==> config.mk <==
export PLATFORM = sky130hd
export DESIGN_NAME = btc_miner_wb_regs_flat
export DESIGN_NICKNAME = d
export VERILOG_FILES = /design/src/rtl/btc_miner_wb_regs_if.sv /design/src/rtl/btc_miner_wb_regs.sv /design/src/flat_wrapper.sv
export SDC_FILE = /design/constraint.sdc
export NUM_CORES = 1
export LEC_CHECK = 0
export CAP_MARGIN = 5
export CELL_PAD_IN_SITES_DETAIL_PLACEMENT = 0
export CELL_PAD_IN_SITES_GLOBAL_PLACEMENT = 2
export CORE_ASPECT_RATIO = 2
export CORE_MARGIN = 8
export CORE_UTILIZATION = 31
export DETAILED_ROUTE_END_ITERATION = 10
export PLACE_DENSITY = 0.75
export RECOVER_POWER = 100
export SLEW_MARGIN = 10
export SYNTH_ARGS = -nofsm -noshare
export SYNTH_HDL_FRONTEND = slang
export SYNTH_SLANG_ARGS = --single-unit
==> constraint.sdc <==
create_clock -name clk -period 2.7 [get_ports clk]
set_clock_uncertainty 0.1 [all_clocks]
set_input_delay 0.54 -clock clk [delete_from_list [all_inputs] [get_ports clk]]
set_output_delay 0.54 -clock clk [all_outputs]
set_load 0.01 [all_outputs]
==> src/rtl/btc_miner_wb_regs_if.sv <==
// Wishbone classic register bus between the UART bridge (master) and the
// miner register block (slave).
//
// Handshake: the master holds wbCycle & wbStrobe with stable address, data,
// wbWe and wbSel. The slave accepts on the first rising edge where none of
// wbAck/wbErr/wbRty is high, and then raises exactly one of them for one
// cycle. The master may drop the strobe right after the accepting edge. A
// pending termination still completes after that.
interface btc_miner_wb_regs_if;
    logic [7:0]  wbAddr;
    logic [3:0]  wbSel;
    logic        wbWe;
    logic [31:0] wbWData;
    logic        wbCycle;
    logic        wbStrobe;
    logic [2:0]  wbCti;
    logic [1:0]  wbBte;
    logic [31:0] wbRData;
    logic        wbAck;
    logic        wbErr;
    logic        wbRty;

    modport master (
        output wbAddr, wbSel, wbWe, wbWData, wbCycle, wbStrobe, wbCti, wbBte,
        input  wbRData, wbAck, wbErr, wbRty
    );

    modport slave (
        input  wbAddr, wbSel, wbWe, wbWData, wbCycle, wbStrobe, wbCti, wbBte,
        output wbRData, wbAck, wbErr, wbRty
    );
endinterface

==> src/rtl/btc_miner_wb_regs.sv <==
// Miner register block: job configuration, start/abort pulses to the hash
// core, and a found-nonce FIFO that the host drains over Wishbone.
module btc_miner_wb_regs #(
    parameter int          FIFO_DEPTH = 4,
    parameter logic [31:0] VERSION    = 32'h0001_0000
) (
    input  logic                      clk,
    input  logic                      arst_n,
    input  logic                      wbRst,
    btc_miner_wb_regs_if.slave        wb,
    output logic [255:0]              coreMidstate,
    output logic [95:0]               coreTail,
    output logic [31:0]               coreNonceStart,
    output logic [31:0]               coreNonceEnd,
    output logic                      coreStart,
    output logic                      coreAbort,
    input  logic                      coreDone,
    input  logic                      coreFoundValid,
    input  logic [31:0]               coreFoundNonce
);

    localparam int PTR_W = $clog2(FIFO_DEPTH);
    localparam int CNT_W = PTR_W + 1;

    localparam logic [5:0] WORD_CTRL    = 6'd0;
    localparam logic [5:0] WORD_STATUS  = 6'd1;
    localparam logic [5:0] WORD_NSTART  = 6'd2;
    localparam logic [5:0] WORD_NEND    = 6'd3;
    localparam logic [5:0] WORD_FOUND   = 6'd4;
    localparam logic [5:0] WORD_VERSION = 6'd5;
    localparam logic [5:0] WORD_TAIL0   = 6'd16;
    localparam logic [5:0] WORD_TAIL1   = 6'd17;
    localparam logic [5:0] WORD_TAIL2   = 6'd18;

    logic [31:0] midReg [8];
    logic [31:0] tailReg [3];
    logic [31:0] nonceStartReg;
    logic [31:0] nonceEndReg;
    logic        busy;
    logic        done;
    logic        overflow;

    logic [31:0]      fifoMem [FIFO_DEPTH];
    logic [PTR_W:0]   wrPtr;
    logic [PTR_W:0]   rdPtr;
    logic [CNT_W-1:0] fifoCnt;
    logic [31:0]      cntWide;
    logic             fifoEmpty;
    logic             fifoFull;
    logic [2:0]       statusCount;

    logic [5:0]  wordIdx;
    logic        accept;
    logic        isCtrl, isStatus, isFound, isVersion, isMid, isTail, isRw, addrOk;
    logic        doAck, doErr, doRty;
    logic        rwWrite, ctrlWrite, statusWrite;
    logic        startAct, abortAct, doneClr, ovfClr;
    logic        fifoPush, fifoPop, ovfSet;
    logic [31:0] statusWord;
    logic [31:0] readVal;
    logic        unusedBits;

    function automatic logic [31:0] mergeBytes(input logic [31:0] oldVal,
                                               input logic [31:0] newVal,
                                               input logic [3:0]  sel);
        logic [31:0] res;
        res = oldVal;
        for (int i = 0; i < 4; i++) begin
            if (sel[i]) res[8*i +: 8] = newVal[8*i +: 8];
        end
        return res;
    endfunction

    // Burst hints and the byte offset inside a word carry no meaning here.
    assign unusedBits = &{1'b0, wb.wbCti, wb.wbBte, wb.wbAddr[1:0]};

    assign wordIdx = wb.wbAddr[7:2];
    assign accept  = wb.wbCycle & wb.wbStrobe & ~(wb.wbAck | wb.wbErr | wb.wbRty);

    always_comb begin
        isCtrl    = (wordIdx == WORD_CTRL);
        isStatus  = (wordIdx == WORD_STATUS);
        isFound   = (wordIdx == WORD_FOUND);
        isVersion = (wordIdx == WORD_VERSION);
        isMid     = (wordIdx[5:3] == 3'b001);
        isTail    = (wordIdx == WORD_TAIL0) | (wordIdx == WORD_TAIL1) | (wordIdx == WORD_TAIL2);
        isRw      = (wordIdx == WORD_NSTART) | (wordIdx == WORD_NEND) | isMid | isTail;
        addrOk    = isCtrl | isStatus | isFound | isVersion | isRw;
    end

    // Configuration is frozen while a job runs; the bridge is told to retry.
    assign doErr       = accept & ~addrOk;
    assign doRty       = accept & addrOk & wb.wbWe & isRw & busy;
    assign doAck       = accept & addrOk & ~doRty;
    assign rwWrite     = accept & wb.wbWe & isRw & ~busy;
    assign ctrlWrite   = accept & wb.wbWe & isCtrl & wb.wbSel[0];
    assign statusWrite = accept & wb.wbWe & isStatus;

    assign startAct = ctrlWrite & wb.wbWData[0] & ~busy;
    assign abortAct = ctrlWrite & wb.wbWData[1] & busy;
    assign doneClr  = statusWrite & wb.wbSel[0] & wb.wbWData[1];
    assign ovfClr   = statusWrite & wb.wbSel[1] & wb.wbWData[8];

    assign fifoCnt   = wrPtr - rdPtr;
    assign fifoEmpty = (wrPtr == rdPtr);
    assign fifoFull  = (wrPtr[PTR_W] != rdPtr[PTR_W]) &&
                       (wrPtr[PTR_W-1:0] == rdPtr[PTR_W-1:0]);
    assign fifoPop   = accept & ~wb.wbWe & isFound & ~fifoEmpty;
    // A pop on the same edge frees the slot the incoming nonce needs.
    assign fifoPush  = coreFoundValid & (~fifoFull | fifoPop);
    assign ovfSet    = coreFoundValid & fifoFull & ~fifoPop;

    assign cntWide     = 32'(fifoCnt);
    assign statusCount = (cntWide > 32'd7) ? 3'd7 : cntWide[2:0];
    assign statusWord  = {23'd0, overflow, 1'b0, statusCount, 1'b0, ~fifoEmpty, done, busy};

    always_comb begin
        readVal = '0;
        case (wordIdx)
            WORD_STATUS:  readVal = statusWord;
            WORD_NSTART:  readVal = nonceStartReg;
            WORD_NEND:    readVal = nonceEndReg;
            WORD_FOUND:   readVal = fifoEmpty ? 32'hFFFF_FFFF : fifoMem[rdPtr[PTR_W-1:0]];
            WORD_VERSION: readVal = VERSION;
            WORD_TAIL0:   readVal = tailReg[0];
            WORD_TAIL1:   readVal = tailReg[1];
            WORD_TAIL2:   readVal = tailReg[2];
            default: begin
                if (isMid) readVal = midReg[wordIdx[2:0]];
            end
        endcase
    end

    always_ff @(posedge clk or negedge arst_n) begin
        if (!arst_n) begin
            wb.wbAck   <= 1'b0;
            wb.wbErr   <= 1'b0;
            wb.wbRty   <= 1'b0;
            wb.wbRData <= '0;
            coreStart  <= 1'b0;
            coreAbort  <= 1'b0;
        end else if (wbRst) begin
            wb.wbAck   <= 1'b0;
            wb.wbErr   <= 1'b0;
            wb.wbRty   <= 1'b0;
            wb.wbRData <= '0;
            coreStart  <= 1'b0;
            coreAbort  <= 1'b0;
        end else begin
            wb.wbAck   <= doAck;
            wb.wbErr   <= doErr;
            wb.wbRty   <= doRty;
            wb.wbRData <= (doAck & ~wb.wbWe) ? readVal : '0;
            coreStart  <= startAct;
            coreAbort  <= abortAct;
        end
    end

    // Sticky bits: a set on the same edge as a clear wins.
    always_ff @(posedge clk or negedge arst_n) begin
        if (!arst_n) begin
            busy     <= 1'b0;
            done     <= 1'b0;
            overflow <= 1'b0;
        end else if (wbRst) begin
            busy     <= 1'b0;
            done     <= 1'b0;
            overflow <= 1'b0;
        end else begin
            busy     <= startAct ? 1'b1 : (coreDone ? 1'b0 : busy);
            done     <= coreDone | (done & ~doneClr & ~startAct);
            overflow <= ovfSet | (overflow & ~ovfClr);
        end
    end

    always_ff @(posedge clk or negedge arst_n) begin
        if (!arst_n) begin
            nonceStartReg <= '0;
            nonceEndReg   <= '1;
            for (int i = 0; i < 8; i++) midReg[i] <= '0;
            for (int i = 0; i < 3; i++) tailReg[i] <= '0;
        end else if (wbRst) begin
            nonceStartReg <= '0;
            nonceEndReg   <= '1;
            for (int i = 0; i < 8; i++) midReg[i] <= '0;
            for (int i = 0; i < 3; i++) tailReg[i] <= '0;
        end else if (rwWrite) begin
            case (wordIdx)
                WORD_NSTART: nonceStartReg <= mergeBytes(nonceStartReg, wb.wbWData, wb.wbSel);
                WORD_NEND:   nonceEndReg   <= mergeBytes(nonceEndReg, wb.wbWData, wb.wbSel);
                WORD_TAIL0:  tailReg[0]    <= mergeBytes(tailReg[0], wb.wbWData, wb.wbSel);
                WORD_TAIL1:  tailReg[1]    <= mergeBytes(tailReg[1], wb.wbWData, wb.wbSel);
                WORD_TAIL2:  tailReg[2]    <= mergeBytes(tailReg[2], wb.wbWData, wb.wbSel);
                default: begin
                    if (isMid) begin
                        midReg[wordIdx[2:0]] <= mergeBytes(midReg[wordIdx[2:0]], wb.wbWData, wb.wbSel);
                    end
                end
            endcase
        end
    end

    always_ff @(posedge clk or negedge arst_n) begin
        if (!arst_n) begin
            wrPtr <= '0;
            rdPtr <= '0;
            for (int i = 0; i < FIFO_DEPTH; i++) fifoMem[i] <= '0;
        end else if (wbRst) begin
            wrPtr <= '0;
            rdPtr <= '0;
            for (int i = 0; i < FIFO_DEPTH; i++) fifoMem[i] <= '0;
        end else begin
            if (fifoPush) begin
                fifoMem[wrPtr[PTR_W-1:0]] <= coreFoundNonce;
                wrPtr <= wrPtr + CNT_W'(1);
            end
            if (fifoPop) rdPtr <= rdPtr + CNT_W'(1);
        end
    end

    assign coreMidstate   = {midReg[0], midReg[1], midReg[2], midReg[3],
                             midReg[4], midReg[5], midReg[6], midReg[7]};
    assign coreTail       = {tailReg[0], tailReg[1], tailReg[2]};
    assign coreNonceStart = nonceStartReg;
    assign coreNonceEnd   = nonceEndReg;

endmodule

==> src/flat_wrapper.sv <==
// flat-port wrapper written by rule: the top's interface ports become plain ports
module btc_miner_wb_regs_flat 
#(
    parameter int          FIFO_DEPTH = 4,
    parameter logic [31:0] VERSION    = 32'h0001_0000
)
  (clk, arst_n, wbRst, coreMidstate, coreTail, coreNonceStart, coreNonceEnd, coreStart, coreAbort, coreDone, coreFoundValid, coreFoundNonce, wb_wbAddr, wb_wbSel, wb_wbWe, wb_wbWData, wb_wbCycle, wb_wbStrobe, wb_wbCti, wb_wbBte, wb_wbRData, wb_wbAck, wb_wbErr, wb_wbRty);
  btc_miner_wb_regs_if wb_i ();
  input  logic clk;
  input  logic arst_n;
  input  logic wbRst;
  output logic [255:0] coreMidstate;
  output logic [95:0] coreTail;
  output logic [31:0] coreNonceStart;
  output logic [31:0] coreNonceEnd;
  output logic coreStart;
  output logic coreAbort;
  input  logic coreDone;
  input  logic coreFoundValid;
  input  logic [31:0] coreFoundNonce;
  input wire logic [$bits(wb_i.wbAddr)-1:0] wb_wbAddr;
  input wire logic [$bits(wb_i.wbSel)-1:0] wb_wbSel;
  input wire logic [$bits(wb_i.wbWe)-1:0] wb_wbWe;
  input wire logic [$bits(wb_i.wbWData)-1:0] wb_wbWData;
  input wire logic [$bits(wb_i.wbCycle)-1:0] wb_wbCycle;
  input wire logic [$bits(wb_i.wbStrobe)-1:0] wb_wbStrobe;
  input wire logic [$bits(wb_i.wbCti)-1:0] wb_wbCti;
  input wire logic [$bits(wb_i.wbBte)-1:0] wb_wbBte;
  output wire logic [$bits(wb_i.wbRData)-1:0] wb_wbRData;
  output wire logic [$bits(wb_i.wbAck)-1:0] wb_wbAck;
  output wire logic [$bits(wb_i.wbErr)-1:0] wb_wbErr;
  output wire logic [$bits(wb_i.wbRty)-1:0] wb_wbRty;
  assign wb_i.wbAddr = wb_wbAddr;
  assign wb_i.wbSel = wb_wbSel;
  assign wb_i.wbWe = wb_wbWe;
  assign wb_i.wbWData = wb_wbWData;
  assign wb_i.wbCycle = wb_wbCycle;
  assign wb_i.wbStrobe = wb_wbStrobe;
  assign wb_i.wbCti = wb_wbCti;
  assign wb_i.wbBte = wb_wbBte;
  assign wb_wbRData = wb_i.wbRData;
  assign wb_wbAck = wb_i.wbAck;
  assign wb_wbErr = wb_i.wbErr;
  assign wb_wbRty = wb_i.wbRty;
  btc_miner_wb_regs #(.FIFO_DEPTH(FIFO_DEPTH), .VERSION(VERSION)) u_core (.clk(clk), .arst_n(arst_n), .wbRst(wbRst), .wb(wb_i), .coreMidstate(coreMidstate), .coreTail(coreTail), .coreNonceStart(coreNonceStart), .coreNonceEnd(coreNonceEnd), .coreStart(coreStart), .coreAbort(coreAbort), .coreDone(coreDone), .coreFoundValid(coreFoundValid), .coreFoundNonce(coreFoundNonce));
endmodule
-- Word-level counts from Yosys, hierarchy flattened
Cells that the tools add are included.
- register bits after elaboration: 590
- word-level logic and storage cells: 238
- add/subtract/negate cells: 3
- $lt $le $gt $ge: 6
- equality and inequality tests: 13
- muxes and demuxes: 73
- bitwise operators: 60
- reduce and logical (&&, ||, !) cells: 40
- operators with widths (operator ; count):
    two-way mux 256 bit ; 4
    two-way mux 32 bit ; 19
    bitwise mux 256 bit ; 1
    two-way mux 128 bit ; 2
    case mux 32 bit (8 select lines) ; 1
    two-way mux 8 bit ; 24
    two-way mux 96 bit ; 2
    bitwise mux 128 bit ; 1
    binary-select mux 32 bit (select 3 bit) ; 1
    demux 32 bit (select 3 bit) ; 1
    binary-select mux 32 bit (select 2 bit) ; 1
    demux 32 bit (select 2 bit) ; 1
    AND reduction 3 bit ; 21
    bitwise AND 1 bit ; 32
    nonzero test 2 bit ; 13
    equality test 6 x 5 -> 1 bit (second input constant) ; 3
    two-way mux 3 bit ; 5
    bitwise OR 1 bit ; 14
    equality test 6 x 2 -> 1 bit (second input constant) ; 2
    equality test 6 x 3 -> 1 bit (second input constant) ; 2
    NOT 1 bit ; 11
    two-way mux 1 bit ; 10
    adder 3 x 1 -> 3 bit (second input constant) ; 2
    equality test 6 x 1 -> 1 bit (second input constant) ; 1
    17 further kinds ; 21

-- Longest topological paths before layout
- depth in word-level cells: 14
- depth in mapped cells: 10
- gate-level depth less buffers: 7

-- Least setup slack after synthesis
No wires, ideal clock.
- path kind: reg-to-reg
- start: register u_core.rdPtr[1]
- end: register u_core.wrPtr[2]
- library setup time: 0.129 ns
- arrival: 2.301 ns
- path slack: 0.170 ns
- cell stages (with the launch flop): 11
- path buffers: 3
- cell sequence: dfrtp_1 clkbuf_1 clkbuf_1 inv_1 ha_1 nand2_1 nor2_2 a21oi_4 buf_12 xnor2_1 nor2_2
- cells in the longest elaborated chain, start to end: 6
- elaborated cells between the ends (all ways): 9
- classes of those cells: eq/ne: 2; bitwise: 5; reduce/logical: 2
- ends and longest elaborated chain (element ; RTL line ; source):
    start, declared ; btc_miner_wb_regs.sv:45 ; logic [PTR_W:0] rdPtr;
    start signal, assigned ; btc_miner_wb_regs.sv:217 ; if (fifoPop) rdPtr <= rdPtr + CNT_W'(1);
    equality test 3 bit or equality test 2 bit (tied branches) ; btc_miner_wb_regs.sv:105, btc_miner_wb_regs.sv:107 ;
    NOT 1 bit or logical AND 1 bit (tied branches) ; btc_miner_wb_regs.sv:108, btc_miner_wb_regs.sv:106 ;
    bitwise AND 1 bit or NOT 1 bit (tied branches) ; btc_miner_wb_regs.sv:108, btc_miner_wb_regs.sv:110 ;
    bitwise OR 1 bit * ; btc_miner_wb_regs.sv:110 ; assign fifoPush = coreFoundValid & (~fifoFull | fifoPop);
    bitwise AND 1 bit * ; btc_miner_wb_regs.sv:110 ;
    nonzero test 2 bit (no source line) * ; -- ;
    end signal, assigned ; btc_miner_wb_regs.sv:215 ; wrPtr <= wrPtr + CNT_W'(1);
    end, declared ; btc_miner_wb_regs.sv:44 ; logic [PTR_W:0] wrPtr;
Mark *: on every way between the ends. The rest lies on a longest branch, timed or not.
A chain may end at the register's enable or synchronous reset.

-- Worst setup path in the final report
- start: input port wb_wbAddr[4]
- end: register u_core.midReg, in the netlist u_core.coreMidstate[37]
- cells in the longest elaborated chain, start to end: 14
- elaborated cells between the ends (all ways): 35
- classes of those cells: order compare: 2; eq/ne: 6; mux: 15; bitwise: 8; reduce/logical: 4
- ends and longest elaborated chain (element ; RTL line ; source):
    start, declared ; flat_wrapper.sv:21 ; input wire logic [$bits(wb_i.wbAddr)-1:0] wb_wbAddr;
    NOT 3 -> 4 bit (implied by the code) ; btc_miner_wb_regs.sv:196 ; midReg[wordIdx[2:0]] <= mergeBytes(midReg[wordIdx[2:0]], wb.wbWData, wb.wbSel);
    binary-select mux 32 bit (select 3 bit) ; btc_miner_wb_regs.sv:196 ;
    two-way mux 32 bit (implied by the code) (2 in series) ; btc_miner_wb_regs.sv:196 ;
    two-way mux 8 bit ; btc_miner_wb_regs.sv:69 ; if (sel[i]) res[8*i +: 8] = newVal[8*i +: 8];
    two-way mux 8 bit ; btc_miner_wb_regs.sv:195 ; if (isMid) begin
    two-way mux 8 bit ; btc_miner_wb_regs.sv:188 ; case (wordIdx)
    two-way mux 8 bit ; btc_miner_wb_regs.sv:187 ; end else if (rwWrite) begin
    two-way mux 8 bit ; btc_miner_wb_regs.sv:182 ; end else if (wbRst) begin
    bitwise mux 256 bit ; btc_miner_wb_regs.sv:196 ;
    two-way mux 256 bit ; btc_miner_wb_regs.sv:195 ;
    two-way mux 256 bit ; btc_miner_wb_regs.sv:188 ;
    two-way mux 256 bit ; btc_miner_wb_regs.sv:187 ;
    two-way mux 256 bit ; btc_miner_wb_regs.sv:182 ;
    end signal, assigned by index ; btc_miner_wb_regs.sv:196 ;
    end, declared ; btc_miner_wb_regs.sv:35 ; logic [31:0] midReg [8];
Parallel ways exist; a longest one is shown, timed or not. The select of a mux whose other input is x is not followed.

==> results_dict.tcl <==
set metrics [dict create \
    status "complete, no violations" \
    synth-edff-count 0 \
    synthFlopType "dfrtp_1" \
    multi_input_area_um2 11800 \
    numCtsBuffers 56 \
    reg2reg_from "u_core.wrPtr[0]$_DFFE_PN0P_" \
    clockBufferDepth 3 \
    grt_pass1_wl_um 188000 \
    core_um2 89800 \
    tritoncts "done" \
    grt_max_degree 170 \
    synth_top_cell_area_share_pct 50.0 \
    start_kind "primary input" \
    drt_iter0_markers 2339 \
    htree_levels 2 \
    first_pass_iters 7 \
    totalWireLength_um 131000 \
    finalCritPeriodShare_pct 96.7 \
    max_freq_ghz 0.383 \
    place_worst_setup_slack_ns -0.437 \
    start_util_pct 31.1 \
    die_h_um 441 \
    setup_violations 0 \
    clk_pin_slew_ns 0.07 \
    drive_gt1_share_pct 18.0 \
    gp_congestion 0.946 \
    clockRootBuffer "clkbuf_16" \
    fin_tns_setup_ns 0 \
    dieArea_um2 101000 \
    grtUsageTotal_pct 25.2 \
    required_ns 3.11 \
    io_buffers 534 \
    via_per_inst 5.54 \
    ys_warn_count 0 \
    path_class "primary input to flop" \
    critPathTopFamily "buffers and inverters" \
    crit_path_cell_trace "dlygate4sd3_1, nor2b_2, clkbuf_1, a22oi_1, nand2_1, o21ai_0, clkbuf_2, a22o_1" \
    critPathMaxFanout 10 \
    grt_pass1_vias 24900 \
    synth_top_area_cell "dfrtp_1" \
    power_density_nw_per_um2 508 \
    syn-cell-area_um2 27900 \
    min_from "wbRst" \
    route.detailed.drc 0 \
    rsz0062_at_grt "no" \
    startpoint "wb_wbAddr[4]" \
    synth_nets 2528 \
    cts_sinks 590 \
    fill_cells 8560 \
    hpwl_um 97200 \
    synth_cell_type_count 70 \
    grt_antenna_before_repair 10 \
    cellLeakagePower_uw 0.0178 \
    cp-end-kind "flop" \
    arrival_ns 3.02 \
    io_pins 542 \
    hold_viol_final 0 \
    ys_async_sr_fraction_pct 100 \
    slew_headroom_pct 17.0 \
    ant_nets 0 \
    seq_area_um2 14800 \
    grt_remaining_overflow 0 \
    critical_path.max_stage_delay_ns 0.76 \
    cp_slowest_cell "dlygate4sd3_1" \
    synth_cells 2431 \
    ir_drop_mv 0.544 \
    via_count 24400 \
    fin_nets 3251 \
    synth_seq_cells 590 \
    drv_slew 0 \
    die_x_um 228 \
    period_needed_ns 2.61 \
    yosysSeqAreaShare_pct 53.0 \
    dp_cells 4280 \
    final_cell_count_no_fill 4393 \
    worstMarginPinSlew_ns 1.25 \
    crit_buf_inv 3 \
    layout_setup_ws_ns 0.0889 \
    whs_ns 0.197 \
    area_growth_pct 38.4 \
    rows 156 \
    synth.avg_cell_area_um2 11.5 \
    clk_latency_ns 0.64 \
    hold_path_class "primary input to flop" \
    synth_area_leaders "dfrtp_1, a22o_1, mux2i_1, nand2_1, dfstp_2" \
    wire_per_inst_um 29.8 \
    maxCapViolCount 0 \
]
[synth_stat cells, drive strengths merged, types with 22 or more instances]
| cell type | count |
|---|---|
| nor3 | 22 |
| clkbuf | 72 |
| a22o | 259 |
| nand3 | 31 |
| nor2 | 148 |
| mux2i | 224 |
| mux4 | 32 |
| dfrtp | 558 |
| mux2 | 57 |
| o21a | 28 |
| buf | 117 |
| dfstp | 32 |
| a22oi | 45 |
| a221oi | 30 |
| a31oi | 34 |
| nand3b | 33 |
| nand2 | 374 |
| o21ai | 39 |
| a21oi | 159 |
[cell type report]
cell class | instances | area share, %
Clock inverter | 28 | 0.974
Clock buffer | 78 | 4.18
Antenna cell | 6 | 0.0388
Multi-Input combinational cell | 1647 | 30.6
Inverter | 5 | 0.0485
Sequential cell | 590 | 38.3
Timing Repair Buffer | 854 | 22.0
Tap cell | 1185 | 3.83
[sequential cells by signal, indices dropped and copies added (netlist names), 3 cells and up]
| signal | count |
|---|---|
| u_core.coreMidstate | 256 |
| u_core.fifoMem | 128 |
| u_core.coreTail | 96 |
| u_core.coreNonceEnd | 32 |
| u_core.coreNonceStart | 32 |
| u_core.wb.wbRData | 32 |
| u_core.rdPtr | 3 |
| u_core.wrPtr | 3 |
[worst reg2reg max path, delay by kind of cell, from the launching register on]
family                     cells  cell delay [ns]
DFF                            1             0.41
adders and majority gates      1             0.36
and+or+nand+nor                1             0.31
buffers and inverters          1             0.10
AOI/OAI and AO/OA              3             1.12
[layer usage]
layer / global-route usage [%] / part of all wire, % / vias to the layer above
li1: - / - / 10400
met1: 33.5 / 42 / 12500
met2: 38.5 / 44 / 1277
met3: 7.99 / 9.9 / 191
met4: 8.75 / 3.7 / 6
met5: 0 / 0.025 / -
[report_power, final]
group | switching [uW] | total, uW | internal, uW
registers | 52.5 | 8980 | 8930
clock network | 3710 | 8680 | 4970
logic | 1270 | 1980 | 712
total | 5030 | 19600 | 14600
[per-stage QoR]
| stage | cell area, um^2 | utilization (%) | total power [uW] |
|---|---|---|---|
| after floorplan | 27900 | - | 10000 |
| after global placement | 37300 | 41.5 | 11200 |
| after detailed placement | 37300 | 41.5 | 11200 |
| after CTS | 39300 | 43.8 | 19900 |
| after global routing | 38600 | 43.0 | 20200 |
| final | 38700 | 43.1 | 19600 |
[cell usage in the layout, fill, tap and decap left out, types with 22 or more instances in the layout]
| cell type | Yosys | layout |
|---|---|---|
| a221oi_1 | 27 | 29 |
| a22o_1 | 259 | 259 |
| dlygate4sd3_1 | 0 | 454 |
| dfstp_2 | 32 | 32 |
| a22oi_1 | 45 | 45 |
| nor2_1 | 145 | 144 |
| clkbuf_1 | 72 | 33 |
| buf_4 | 17 | 188 |
| clkbuf_2 | 0 | 22 |
| nand3b_1 | 33 | 33 |
| o21ai_0 | 32 | 33 |
| nand2_1 | 373 | 373 |
| clkdlybuf4s50_1 | 0 | 77 |
| a31oi_1 | 29 | 33 |
| buf_12 | 3 | 73 |
| mux4_2 | 32 | 32 |
| o21a_1 | 28 | 28 |
| mux2i_1 | 224 | 224 |
| a21oi_1 | 155 | 155 |
| mux2_2 | 57 | 53 |
| dfrtp_1 | 558 | 557 |
| clkbuf_16 | 0 | 58 |
[logic make-up after synthesis]
family	Yosys count	share of synthesized area, %
XOR/XNOR	6	0.188
adder cells (fa/ha/maj)	8	0.385
multiplexers	313	12.9
AND/OR/NAND/NOR	667	11.9
buffers and inverters	194	4.04
flip-flops	590	53.0
AO/OA/AOI/OAI	653	17.6
[worst paths after layout]
check	slack, ns	cells past startpoint	end
setup / recovery	0.09	8	u_core.coreMidstate[37]$_DFFE_PN0P_
hold / removal	0.20	2	u_core.coreNonceStart[3]$_DFFE_PN0P_
setup reg to reg	0.15	6	u_core.wb.wbRData[1]$_DFF_PN0_
hold reg to reg	0.41	2	u_core.coreNonceEnd[5]$_DFFE_PN1P_
max in group asynchronous	0.32	4	u_core.coreMidstate[204]$_DFFE_PN0P_
min in group asynchronous	0.61	2	u_core.fifoMem[68]$_DFFE_PN0P_
[what timing repair did]
action                    CTS  global route
hold endpoints to repair   23             0
gates resized for setup     0             0
setup buffers               0             0
hold buffers                1             0
Note: power is estimated with default switching activity, not from simulation.
